**config.mk**
```make
export PLATFORM = sky130hd
export DESIGN_NAME = mem_lsu_flat
export DESIGN_NICKNAME = d
export VERILOG_FILES = /design/src/rtl/mem_lsu_if.sv /design/src/rtl/mem_lsu.sv /design/src/flat_wrapper.sv
export SDC_FILE = /design/constraint.sdc
export NUM_CORES = 1
export LEC_CHECK = 0
export CAP_MARGIN = 20
export CORE_ASPECT_RATIO = 1.5
export CORE_MARGIN = 2
export CORE_UTILIZATION = 43
export DETAILED_ROUTE_END_ITERATION = 12
export GPL_TIMING_DRIVEN = 0
export PLACE_DENSITY = 0.91
export SLEW_MARGIN = 40
export SYNTH_ARGS = -nofsm -noshare
export SYNTH_HDL_FRONTEND = slang
export SYNTH_SLANG_ARGS = --single-unit
```
**constraint.sdc**
```tcl
create_clock -name clk -period 2.9 [get_ports clk]
set_input_delay 0.725 -clock clk [delete_from_list [all_inputs] [get_ports clk]]
set_output_delay 0.725 -clock clk [all_outputs]
set_load 0.02 [all_outputs]
```
**src/rtl/mem_lsu_if.sv**
```systemverilog
`default_nettype none
// ============================================================================
// Module   : mem_lsu_if
// Brief    : Request/response channels and data-memory port 2 for mem_lsu.
// Revision : 1.0 - initial release
// ============================================================================
interface mem_lsu_if;
  logic        req_valid;
  logic        req_ready;
  logic        req_we;
  logic [10:0] req_addr;
  logic [31:0] req_wdata;
  logic [3:0]  req_be;
  logic        resp_valid;
  logic        resp_ready;
  logic [31:0] resp_rdata;
  logic        mem_w_en;
  logic [10:0] mem_w_adrs;
  logic [31:0] mem_data_in;
  logic        mem_r_en;
  logic [10:0] mem_r_adrs;
  logic [31:0] mem_data_out;

  // master is the environment: pipeline request/response plus memory read data
  modport master (
    output req_valid, req_we, req_addr, req_wdata, req_be, resp_ready, mem_data_out,
    input  req_ready, resp_valid, resp_rdata,
           mem_w_en, mem_w_adrs, mem_data_in, mem_r_en, mem_r_adrs
  );

  modport slave (
    input  req_valid, req_we, req_addr, req_wdata, req_be, resp_ready, mem_data_out,
    output req_ready, resp_valid, resp_rdata,
           mem_w_en, mem_w_adrs, mem_data_in, mem_r_en, mem_r_adrs
  );
endinterface
`default_nettype wire

```
**src/rtl/mem_lsu.sv**
```systemverilog
`default_nettype none
// ============================================================================
// Module   : mem_lsu
// Brief    : Load/store initiator for data-memory port 2. Define LSU_RMW_EN to
//            build byte-masked stores as read-modify-write.
// Revision : 1.0 - initial release
// ============================================================================
module mem_lsu (
  input  logic      clk,
  input  logic      resetn,
  mem_lsu_if.slave  bus
);

`ifdef LSU_RMW_EN
  typedef enum logic [2:0] {
    S_IDLE      = 3'd0,
    S_RD_ISSUE  = 3'd1,
    S_RD_DATA   = 3'd2,
    S_RESP      = 3'd3,
    S_RMW_ISSUE = 3'd4,
    S_RMW_DATA  = 3'd5
  } state_t;
`else
  typedef enum logic [1:0] {
    S_IDLE     = 2'd0,
    S_RD_ISSUE = 2'd1,
    S_RD_DATA  = 2'd2,
    S_RESP     = 2'd3
  } state_t;
`endif

  localparam logic [3:0] c_BE_NONE = 4'h0;
  localparam logic [3:0] c_BE_FULL = 4'hF;

  state_t      r_state, w_nxt_state;
  logic        r_resp_valid, w_nxt_resp_valid;
  logic [31:0] r_resp_rdata, w_nxt_resp_rdata;
  logic        r_mem_w_en, w_nxt_w_en;
  logic [10:0] r_mem_w_adrs, w_nxt_w_adrs;
  logic [31:0] r_mem_data_in, w_nxt_data_in;
  logic        r_mem_r_en, w_nxt_r_en;
  logic [10:0] r_mem_r_adrs, w_nxt_r_adrs;
  logic        w_req_ready;
  logic        w_accept;
  logic        w_partial;

`ifdef LSU_RMW_EN
  logic [31:0] r_rmw_wdata, w_nxt_rmw_wdata;
  logic [3:0]  r_rmw_be, w_nxt_rmw_be;
  logic [31:0] w_merged;

  for (genvar gi = 0; gi < 4; gi++) begin : g_merge_byte
    assign w_merged[8*gi +: 8] = r_rmw_be[gi] ? r_rmw_wdata[8*gi +: 8]
                                              : bus.mem_data_out[8*gi +: 8];
  end

  assign w_partial = (bus.req_be != c_BE_FULL);
`else
  assign w_partial = 1'b0;
`endif

  assign w_req_ready = (r_state == S_IDLE) || ((r_state == S_RESP) && bus.resp_ready);
  assign w_accept    = bus.req_valid && w_req_ready;

  always_comb begin
    w_nxt_state      = r_state;
    w_nxt_resp_valid = r_resp_valid;
    w_nxt_resp_rdata = r_resp_rdata;
    w_nxt_w_en       = 1'b0;
    w_nxt_w_adrs     = r_mem_w_adrs;
    w_nxt_data_in    = r_mem_data_in;
    w_nxt_r_en       = 1'b0;
    w_nxt_r_adrs     = r_mem_r_adrs;
`ifdef LSU_RMW_EN
    w_nxt_rmw_wdata  = r_rmw_wdata;
    w_nxt_rmw_be     = r_rmw_be;
`endif

    case (r_state)
      S_IDLE:     w_nxt_state = S_IDLE;
      S_RD_ISSUE: w_nxt_state = S_RD_DATA;
      S_RD_DATA: begin
        w_nxt_resp_rdata = bus.mem_data_out;
        w_nxt_resp_valid = 1'b1;
        w_nxt_state      = S_RESP;
      end
      S_RESP: begin
        if (bus.resp_ready) begin
          w_nxt_resp_valid = 1'b0;
          w_nxt_state      = S_IDLE;
        end
      end
`ifdef LSU_RMW_EN
      S_RMW_ISSUE: w_nxt_state = S_RMW_DATA;
      S_RMW_DATA: begin
        // the read address still holds the latched request address
        w_nxt_w_en    = 1'b1;
        w_nxt_w_adrs  = r_mem_r_adrs;
        w_nxt_data_in = w_merged;
        w_nxt_state   = S_IDLE;
      end
`endif
      default: w_nxt_state = S_IDLE;
    endcase

    // A request accepted out of RESP takes the same path as one out of IDLE
    if (w_accept) begin
      if (!bus.req_we) begin
        w_nxt_r_en   = 1'b1;
        w_nxt_r_adrs = bus.req_addr;
        w_nxt_state  = S_RD_ISSUE;
      end else if (bus.req_be == c_BE_NONE) begin
        w_nxt_w_en = 1'b0;
      end else if (w_partial) begin
`ifdef LSU_RMW_EN
        w_nxt_r_en      = 1'b1;
        w_nxt_r_adrs    = bus.req_addr;
        w_nxt_rmw_wdata = bus.req_wdata;
        w_nxt_rmw_be    = bus.req_be;
        w_nxt_state     = S_RMW_ISSUE;
`endif
      end else begin
        w_nxt_w_en    = 1'b1;
        w_nxt_w_adrs  = bus.req_addr;
        w_nxt_data_in = bus.req_wdata;
      end
    end
  end

  always_ff @(posedge clk) begin
    if (!resetn) begin
      r_state       <= S_IDLE;
      r_resp_valid  <= 1'b0;
      r_resp_rdata  <= 32'h0;
      r_mem_w_en    <= 1'b0;
      r_mem_w_adrs  <= 11'h0;
      r_mem_data_in <= 32'h0;
      r_mem_r_en    <= 1'b0;
      r_mem_r_adrs  <= 11'h0;
`ifdef LSU_RMW_EN
      r_rmw_wdata   <= 32'h0;
      r_rmw_be      <= 4'h0;
`endif
    end else begin
      r_state       <= w_nxt_state;
      r_resp_valid  <= w_nxt_resp_valid;
      r_resp_rdata  <= w_nxt_resp_rdata;
      r_mem_w_en    <= w_nxt_w_en;
      r_mem_w_adrs  <= w_nxt_w_adrs;
      r_mem_data_in <= w_nxt_data_in;
      r_mem_r_en    <= w_nxt_r_en;
      r_mem_r_adrs  <= w_nxt_r_adrs;
`ifdef LSU_RMW_EN
      r_rmw_wdata   <= w_nxt_rmw_wdata;
      r_rmw_be      <= w_nxt_rmw_be;
`endif
    end
  end

  assign bus.req_ready   = w_req_ready;
  assign bus.resp_valid  = r_resp_valid;
  assign bus.resp_rdata  = r_resp_rdata;
  assign bus.mem_w_en    = r_mem_w_en;
  assign bus.mem_w_adrs  = r_mem_w_adrs;
  assign bus.mem_data_in = r_mem_data_in;
  assign bus.mem_r_en    = r_mem_r_en;
  assign bus.mem_r_adrs  = r_mem_r_adrs;

endmodule
`default_nettype wire

```
**src/flat_wrapper.sv**
```systemverilog
// flat-port wrapper written by rule: the top's interface ports become plain ports
module mem_lsu_flat 
  (clk, resetn, bus_req_valid, bus_req_we, bus_req_addr, bus_req_wdata, bus_req_be, bus_resp_ready, bus_mem_data_out, bus_req_ready, bus_resp_valid, bus_resp_rdata, bus_mem_w_en, bus_mem_w_adrs, bus_mem_data_in, bus_mem_r_en, bus_mem_r_adrs);
  mem_lsu_if bus_i ();
  input  logic clk;
  input  logic resetn;
  input wire logic [$bits(bus_i.req_valid)-1:0] bus_req_valid;
  input wire logic [$bits(bus_i.req_we)-1:0] bus_req_we;
  input wire logic [$bits(bus_i.req_addr)-1:0] bus_req_addr;
  input wire logic [$bits(bus_i.req_wdata)-1:0] bus_req_wdata;
  input wire logic [$bits(bus_i.req_be)-1:0] bus_req_be;
  input wire logic [$bits(bus_i.resp_ready)-1:0] bus_resp_ready;
  input wire logic [$bits(bus_i.mem_data_out)-1:0] bus_mem_data_out;
  output wire logic [$bits(bus_i.req_ready)-1:0] bus_req_ready;
  output wire logic [$bits(bus_i.resp_valid)-1:0] bus_resp_valid;
  output wire logic [$bits(bus_i.resp_rdata)-1:0] bus_resp_rdata;
  output wire logic [$bits(bus_i.mem_w_en)-1:0] bus_mem_w_en;
  output wire logic [$bits(bus_i.mem_w_adrs)-1:0] bus_mem_w_adrs;
  output wire logic [$bits(bus_i.mem_data_in)-1:0] bus_mem_data_in;
  output wire logic [$bits(bus_i.mem_r_en)-1:0] bus_mem_r_en;
  output wire logic [$bits(bus_i.mem_r_adrs)-1:0] bus_mem_r_adrs;
  assign bus_i.req_valid = bus_req_valid;
  assign bus_i.req_we = bus_req_we;
  assign bus_i.req_addr = bus_req_addr;
  assign bus_i.req_wdata = bus_req_wdata;
  assign bus_i.req_be = bus_req_be;
  assign bus_i.resp_ready = bus_resp_ready;
  assign bus_i.mem_data_out = bus_mem_data_out;
  assign bus_req_ready = bus_i.req_ready;
  assign bus_resp_valid = bus_i.resp_valid;
  assign bus_resp_rdata = bus_i.resp_rdata;
  assign bus_mem_w_en = bus_i.mem_w_en;
  assign bus_mem_w_adrs = bus_i.mem_w_adrs;
  assign bus_mem_data_in = bus_i.mem_data_in;
  assign bus_mem_r_en = bus_i.mem_r_en;
  assign bus_mem_r_adrs = bus_i.mem_r_adrs;
  mem_lsu u_core (.clk(clk), .resetn(resetn), .bus(bus_i));
endmodule
```
# Yosys cells after proc, flatten, opt, wreduce, memory -nomap -nowiden
# Cells that the tools add are included.
# op_classes
eq_ne	4
n_mux	8
bitwise_logic	2
n_reduce_logical	11
# op_table
cell	count
$pmux 2 s4	1
$mux 2	3
$reduce_and 2->1	3
$reduce_and 3->1	2
$eq 2x2->1 const B	2
$logic_not 4->1	1
$mux 1	3
$eq 2x1->1 const B	1
$logic_and 1x1->1	2
$logic_not 2->1	1
$ne 2x2->1 const B	1
$not 1->1	2
$pmux 1 s2	1
$reduce_bool 2->1	1
$logic_or 1x1->1	1
# totals
register_bits	91
input_bits	84

# Depth between registers and ports, before layout
# Gate-level depths: netlist of run 1.
# depth
ltp_word	5
mapped_depth	5
depth_no_buf	3

# Least setup slack after synthesis of run 1
# OpenSTA, ideal clock, no wires.
# synth_timing
path_type	input-to-output
startpoint	in bus_resp_ready
endpoint	out bus_req_ready
arrival_time_ns	1.179
required_ns	2.175
path_slack_ns	0.996
path_stages	3
path_cell_list	nand3_1 and2_1 inv_1
# synth_via
elab_chain_len	2
# synth_rtl
item	line	text
from (decl)	flat_wrapper.sv:12	input wire logic [$bits(bus_i.resp_ready)-1:0] bus_resp_ready;
$logic_and 1x1->1	mem_lsu.sv:62	assign w_req_ready = (r_state == S_IDLE) || ((r_state == S_RESP) && bus.resp_ready);
$logic_or 1x1->1	mem_lsu.sv:62	
to (decl)	flat_wrapper.sv:14	output wire logic [$bits(bus_i.req_ready)-1:0] bus_req_ready;
# No other way between the ends.

# Worst setup path after layout of run 1
# Ends and elaborated chain as after synthesis.

==> metrics.md, run 1 <==
| Metric | Value |
|---|---|
| Outcome | `finished, final reports clean` |
| Part of the cycle the worst path needs | `94.41%` |
| Iter 0 DRT Violations | `81` |
| Worst-Skew Late Latency | `0.33 ns` |
| First-pass GRT wire length | `15.13 mm` |
| All-Layer GR Usage | `21.32%` |
| RSZ-0062 raised after global routing | `no` |
| Sinks on Clock Net | `91` |
| HP Class | `reg -> reg` |
| Area of the mapped netlist | `3527 µm²` |
| Critical path required time | `2.17 ns` |
| Critical path capture point type | `output port` |
| Lkg Pwr | `2.097 nW` |
| Max Freq | `365.2 MHz` |
| Initial core utilization | `44.05%` |
| Measured slew at the worst slew-check pin | `0.4793 ns` |
| VDD IR max | `0.3554 mV` |
| Leading post-synthesis cells by cell area | `dfxtp_1 52%, nand2_1 17%, mux2i_1 15%` |
| # diodes | `0` |
| Worst slew margin | `68.04%` |
| Die height | `114.9 µm` |
| Clock skew | `0.003826 ns` |
| I/O Buffers | `172` |
| Post-CTS Setup Inserts | `0` |
| Area added between synthesis and finish | `60.77%` |
| Drt first pass iters | `4` |
| Hold Path Stages | `2` |
| Family with the most delay on the worst path | `buffers and inverters` |
| MaxCap Viol Count | `0` |
| Fill cells | `622` |
| Clock H-tree levels | `3` |
| Fin. Hold Viols | `0` |
| Area occupied by multi-input gates | `1510 µm²` |
| Post-Route WL | `9.547 mm` |
| CP Cell Sequence | `clkdlybuf4s50_1 -> nand3_1 -> and2_1 -> inv_1 -> dlygate4sd2_1` |
| CP arrival | `2.01 ns` |
| CTS root buffer | `clkbuf_16` |
| CP Buf/Inv Count | `3` |
| Top cell type's share of synthesized area | `51.65%` |
| WL/cell | `14.04 µm` |
| Die ar. | `8958 µm²` |
| CP max stage cell | `clkdlybuf4s50_1` |
| CP max stage delay | `0.51 ns` |
| Register-to-Register Path Depth | `5` |
| Vias per cell | `4.756` |
| Yosys Warn Count | `0` |
| Mean Syn Cell Area | `9.114 µm²` |
| Core Box Area | `8008 µm²` |
| Remaining Overflow, GRT | `0` |
| Routability Congestion | `0.7637` |
| Net count after synthesis | `471` |
| CP startpoint | `bus_resp_ready` |
| Vias in the first global route | `3286` |
| Top-Level Pins | `174` |
| Clk buf depth | `2` |
| PD cells | `532.9 nW/µm²` |
| TritonCTS buffer count | `9` |
| Final ANT Viol Nets | `0` |
| Yosys reg bits | `91` |
| CTS tree | `done` |
| # setup viols final | `0` |
| R2r endpoint | `u_core.bus.mem_data_in[22]` |
| Antenna violations before repair | `0` |
| Pin count of the biggest net entering global routing | `15` |
| Register area share after synthesis | `51.65%` |
| Startpoint types | `input pin` |
| Reg clk slew, reported paths | `0.06 ns` |
| HP Start | `u_core.bus.mem_w_adrs[1]` |
| Post-synth cell types | `24` |
| Die span in x | `77.95 µm` |
| Num rows | `40` |
| Vias | `3234` |
| Fin Setup TNS | `0 ns` |
| Worst r2r src | `u_core.r_state[1]` |
| Max FO, Critical Path | `4` |
| Dominant cell type by area after synthesis | `dfxtp_1` |
| Fin. max-slew vios | `0` |
| FF/Latch Area | `1822 µm²` |
| Layout cell share with drive strength beyond 1 | `4.870%` |
| Placed inst area | `5380 µm²` |
| # nets final | `654` |
| Hold Path Sink | `u_core.bus.mem_w_adrs[1]` |
| HPWL Detailed | `7.275 mm` |
| Tmin final | `2.738 ns` |
| Fin area | `5670 µm²` |
| Worst setup path class | `in -> out` |
| Slack of the worst reg-to-reg path | `1.38 ns` |
| Total Power | `0.003022 W` |
| DRC Markers | `0` |
| Post-Syn Instances | `387` |
[logic make-up after synthesis]
| group | share of synthesized area (%) |
|---|---|
| compound gates | 8.194 |
| flops | 51.65 |
| simple gates | 19.30 |
| buf+inv | 5.534 |
| mux | 15.32 |
[worst max path at each step]
stage,cells past startpoint,to
after floorplan,3,bus_req_ready
after global placement,5,bus_req_ready
after detailed placement,5,bus_req_ready
after CTS,5,bus_req_ready
after global routing,5,bus_req_ready
final,5,bus_req_ready
[sequential cells by signal, summed over array words and instances, names as in the netlist]
register,flops
u_core.r_state,2
u_core.bus.mem_data_in,32
u_core.bus.resp_valid,1
u_core.bus.mem_r_en,1
u_core.bus.mem_w_adrs,11
u_core.bus.mem_w_en,1
u_core.bus.resp_rdata,32
u_core.bus.mem_r_adrs,11
[power by group]
group	switching [W]	internal (W)	total [W]	leakage (nW)
registers	0.0000364	0.00132	0.00136	0.741
logic	0.000260	0.000297	0.000557	1.21
clock network	0.000458	0.000651	0.00111	0.142
[tightest hold or removal path: cells and delay by family (launching register included)]
family / cells / cell delay, ns
simple gates: 1 / 0.05
mux: 1 / 0.05
flops: 1 / 0.31
[layout make-up]
type / instances / share of cell area [%]
flip-flops and latches: 91 / 32.13
repair buffers: 172 / 30.34
multi-input cells: 266 / 26.63
clock buffers: 13 / 4.766
plain buffers: 28 / 3.310
well taps: 105 / 2.317
clock inverters: 3 / 0.3751
inverters: 2 / 0.1324
[synth_stat cells]
cell / count
nand2_1: 163
dfxtp_1: 91
mux2i_1: 54
a21boi_0: 32
clkbuf_1: 15
buf_2: 5
buf_12: 4
a21oi_1: 2
buf_1: 2
inv_1: 2
nand3_1: 2
nor2b_1: 2
nor3_1: 2
a211oi_2: 1
and2_1: 1
and3_1: 1
buf_4: 1
buf_6: 1
nand2b_1: 1
nor2_1: 1
o211a_1: 1
o41ai_2: 1
or2_1: 1
or2b_1: 1
[per-layer routing]
| layer | track usage, % | vias to the layer above | routed length (µm) |
|---|---|---|---|
| met2 | 40.52 | 116 | 5095 |
| met3 | 5.887 | 21 | 612 |
| li1 | - | 1614 | - |
| met1 | 21.58 | 1483 | 3564 |
| met4 | 9.123 | 0 | 275 |
| met5 | 0 | - | 0 |
[per-stage QoR]
stage	hold WS [ns]	util, %	cells	setup WS, ns
2_1_floorplan	0.5324	-	387	0.9963
3_3_place_gp	0.4409	67.19	664	-0.08424
3_5_place_dp	0.4499	67.19	664	-0.1058
4_1_cts	0.4595	70.81	680	0.1620
5_1_grt	0.4733	70.81	680	0.09589
6_report	0.4564	70.81	680	0.1620
[cells in the final DEF (no fill, tap or decap), drive strengths merged]
cell type and n:
clkbuf 28, buf 13, and3 1, o41ai 1, nor2b 2, clkinv 2
mux2i 54, a211oi 1, nand3 2, dlygate4sd2 1, nor3 2, or2 1
clkinvlp 1, nand2 163, nand2b 1, inv 2, nor2 1, clkdlybuf4s50 171
dfxtp 91, o211a 1, a21boi 32, and2 1, or2b 1, a21oi 2
[timing repair]
| action | in CTS | in global routing |
|---|---|---|
| gates resized for setup | 1 | 0 |
| hold buffers | 0 | 0 |
| setup endpoints to repair | 1 | 0 |
| endpoints found under the hold margin | 0 | 0 |
(Power assumes the default switching activity.)
==> inputs of run 2 (changes only) <==
CTS_CLUSTER_SIZE = 28   (was unset)
==> results of run 2 <==
Same layout as run 1: the final DEF is identical, and so are final timing and power.
==> inputs of run 3 (changes only) <==
SLEW_MARGIN = unset   (was 40)
==> results of run 3 <==
Same layout as run 1: the final DEF is identical, and so are final timing and power.
==> variant (settings of run 3) <==
Build with the macro `LSU_RMW_EN` defined.
--- a/src/rtl/mem_lsu.sv
+++ b/src/rtl/mem_lsu.sv
@@ -7,2 +7,4 @@
 // ============================================================================
+`define LSU_RMW_EN
+
 module mem_lsu (
Behaviour: not the same (Yosys sat finds a counterexample within 4 cycles, from zero or initial values and one cycle with resetn low).
==> variant against run 3 <==
- routed wire length increased by 79%
- total power up 57%
- worst setup slack gained 0.038 ns
- die area increased by 51%
- design area up 39%
- register-to-register slack got worse by 0.31 ns
- sequential cell count grew 37
- area after synthesis grew 53%
- combinational power increased by 35%
- via count up 62%
- critical endpoint unchanged
- largest cell class is now flip-flops and latches
==> variant: results (changes against run 3) <==
| Metric | Value |
|---|---|
| First-pass GRT wire length | 27010 um (was 15130 um) |
| Hold_ws | 0.4494 ns (was 0.4564 ns) |
| R2r endpoint | u_core.bus.resp_rdata[19] (was u_core.bus.mem_data_in[22]) |
| Count of cell types in the netlist | 35 (was 24) |
| Largest net degree at the start of global routing | 17 (was 15) |
| FILL cells | 1047 (was 622) |
| Commonest cells in the netlist | nand2_1, dfxtp_1, mux2i_1, a21oi_1, o211ai_1 (was nand2_1, dfxtp_1, mux2i_1, a21boi_0, clkbuf_1) |
| R2r setup slk | 1.07 ns (was 1.38 ns) |
| Initial DRC count | 231 (was 81) |
| Num CTS Buffers | 17 (was 9) |
| Number of port buffers | 173 (was 172) |
| Clk_skew | 0.007890 ns (was 0.003826 ns) |
| WHS Endpoint | u_core.bus.resp_rdata[8] (was u_core.bus.mem_w_adrs[1]) |
| Status | complete, no violations (unchanged) |
| DR vias | 5227 (was 3234) |
| DP HPWL | 12320 um (was 7275 um) |
| Place WS | -0.06729 ns (was -0.1058 ns) |
| Slew HR | 53.59% (was 68.04%) |
| Area contributors post-synth | dfxtp_1, mux2i_1, nand2_1 (was dfxtp_1, nand2_1, mux2i_1) |
| LEAKAGE | 2.714 nW (was 2.097 nW) |
| Layout cells sized above 1 | 6.675% (was 4.870%) |
| Worst IR drop on VDD | 0.4400 mV (was 0.3554 mV) |
| Post-Syn Nets | 703 (was 471) |
| GR Util All Layers | 25.82% (was 21.32%) |
| Placed Cells incl. Taps | 948 (was 664) |
| Drt first pass iters | 5 (was 4) |
| Hold path startpoint | u_core.bus.resp_rdata[8] (was u_core.bus.mem_w_adrs[1]) |
| CTS H-tree depth | 4 (was 3) |
## variant: changes by cell type after synthesis, moves of 7 or more
cell,delta
a211oi_1,+12
a21boi_0,-32
a21oi_1,+63
a22o_1,+11
buf_2,+7
clkbuf_1,+11
dfxtp_1,+37
mux2i_1,+25
nand2_1,+39
nor2_1,+14
o211ai_1,+32
## variant: layout make-up
type | instances | area (sq um) | area share (%)
clock inverters | 6 | 80.08 | 1.012
flip-flops and latches | 128 | 2562 | 32.40
clock buffers | 26 | 489.2 | 6.186
repair buffers | 173 | 1730 | 21.88
inverters | 3 | 11.26 | 0.1424
multi-input cells | 438 | 2552 | 32.27
plain buffers | 50 | 287.8 | 3.639
well taps | 156 | 195.2 | 2.468
## variant: how the worst max path moves through the flow
| stage | slack (ns) | from | endpoint | cells after the start |
|---|---|---|---|---|
| finish | 0.20 | bus_resp_ready | bus_req_ready | 4 |
| global route | 0.17 | bus_resp_ready | bus_req_ready | 4 |
| CTS | 0.19 | bus_resp_ready | bus_req_ready | 4 |
| detailed placement | -0.07 | bus_resp_ready | bus_req_ready | 4 |
| global placement | -0.06 | bus_resp_ready | bus_req_ready | 4 |
| floorplan | 1.05 | bus_resp_ready | u_core.r_state[2] | 6 |
## variant: where the power goes
part	internal (mW)	switching, mW
Clock	1.33	0.752
Combinational	0.368	0.385
Sequential	1.86	0.0594
## variant: cell families (layout without fill, tap and decap cells)
| family | after synthesis | in the layout | share of synthesized area, % |
|---|---|---|---|
| AO/OA/AOI/OAI | 127 | 127 | 15.30 |
| buffers and inverters | 53 | 258 | 5.523 |
| flip-flops | 128 | 128 | 47.33 |
| multiplexers | 79 | 79 | 14.61 |
| AND/OR/NAND/NOR | 232 | 232 | 17.24 |
## variant: metrics by stage
stage / total power, mW / TNS [ns] / util [%]
2_1_floorplan: 2.340 / 0 / -
3_3_place_gp: 2.685 / -0.05816 / 59.26
3_5_place_dp: 2.702 / -0.06729 / 59.26
4_1_cts: 4.761 / 0 / 63.85
5_1_grt: 4.893 / 0 / 63.85
6_report: 4.751 / 0 / 63.85
## variant: what timing repair did
action                     CTS  global route
setup buffers                0             0
gates resized for setup      1             0
setup endpoints to repair    1             0
## variant: routing by layer
layer | up-vias | wire length [um] | GRT usage (%)
met5 | - | 0 | 0
met1 | 2482 | 6420 | 27.17
met2 | 200 | 9177 | 46.49
li1 | 2505 | - | -
met3 | 40 | 931 | 6.107
met4 | 0 | 602 | 13.38
## variant: worst max-delay path, stage by stage
cell,delay (ns)
clkdlybuf4s50_1,0.51
and3_4,0.24
o21a_4,0.15
dlygate4sd2_1,0.35
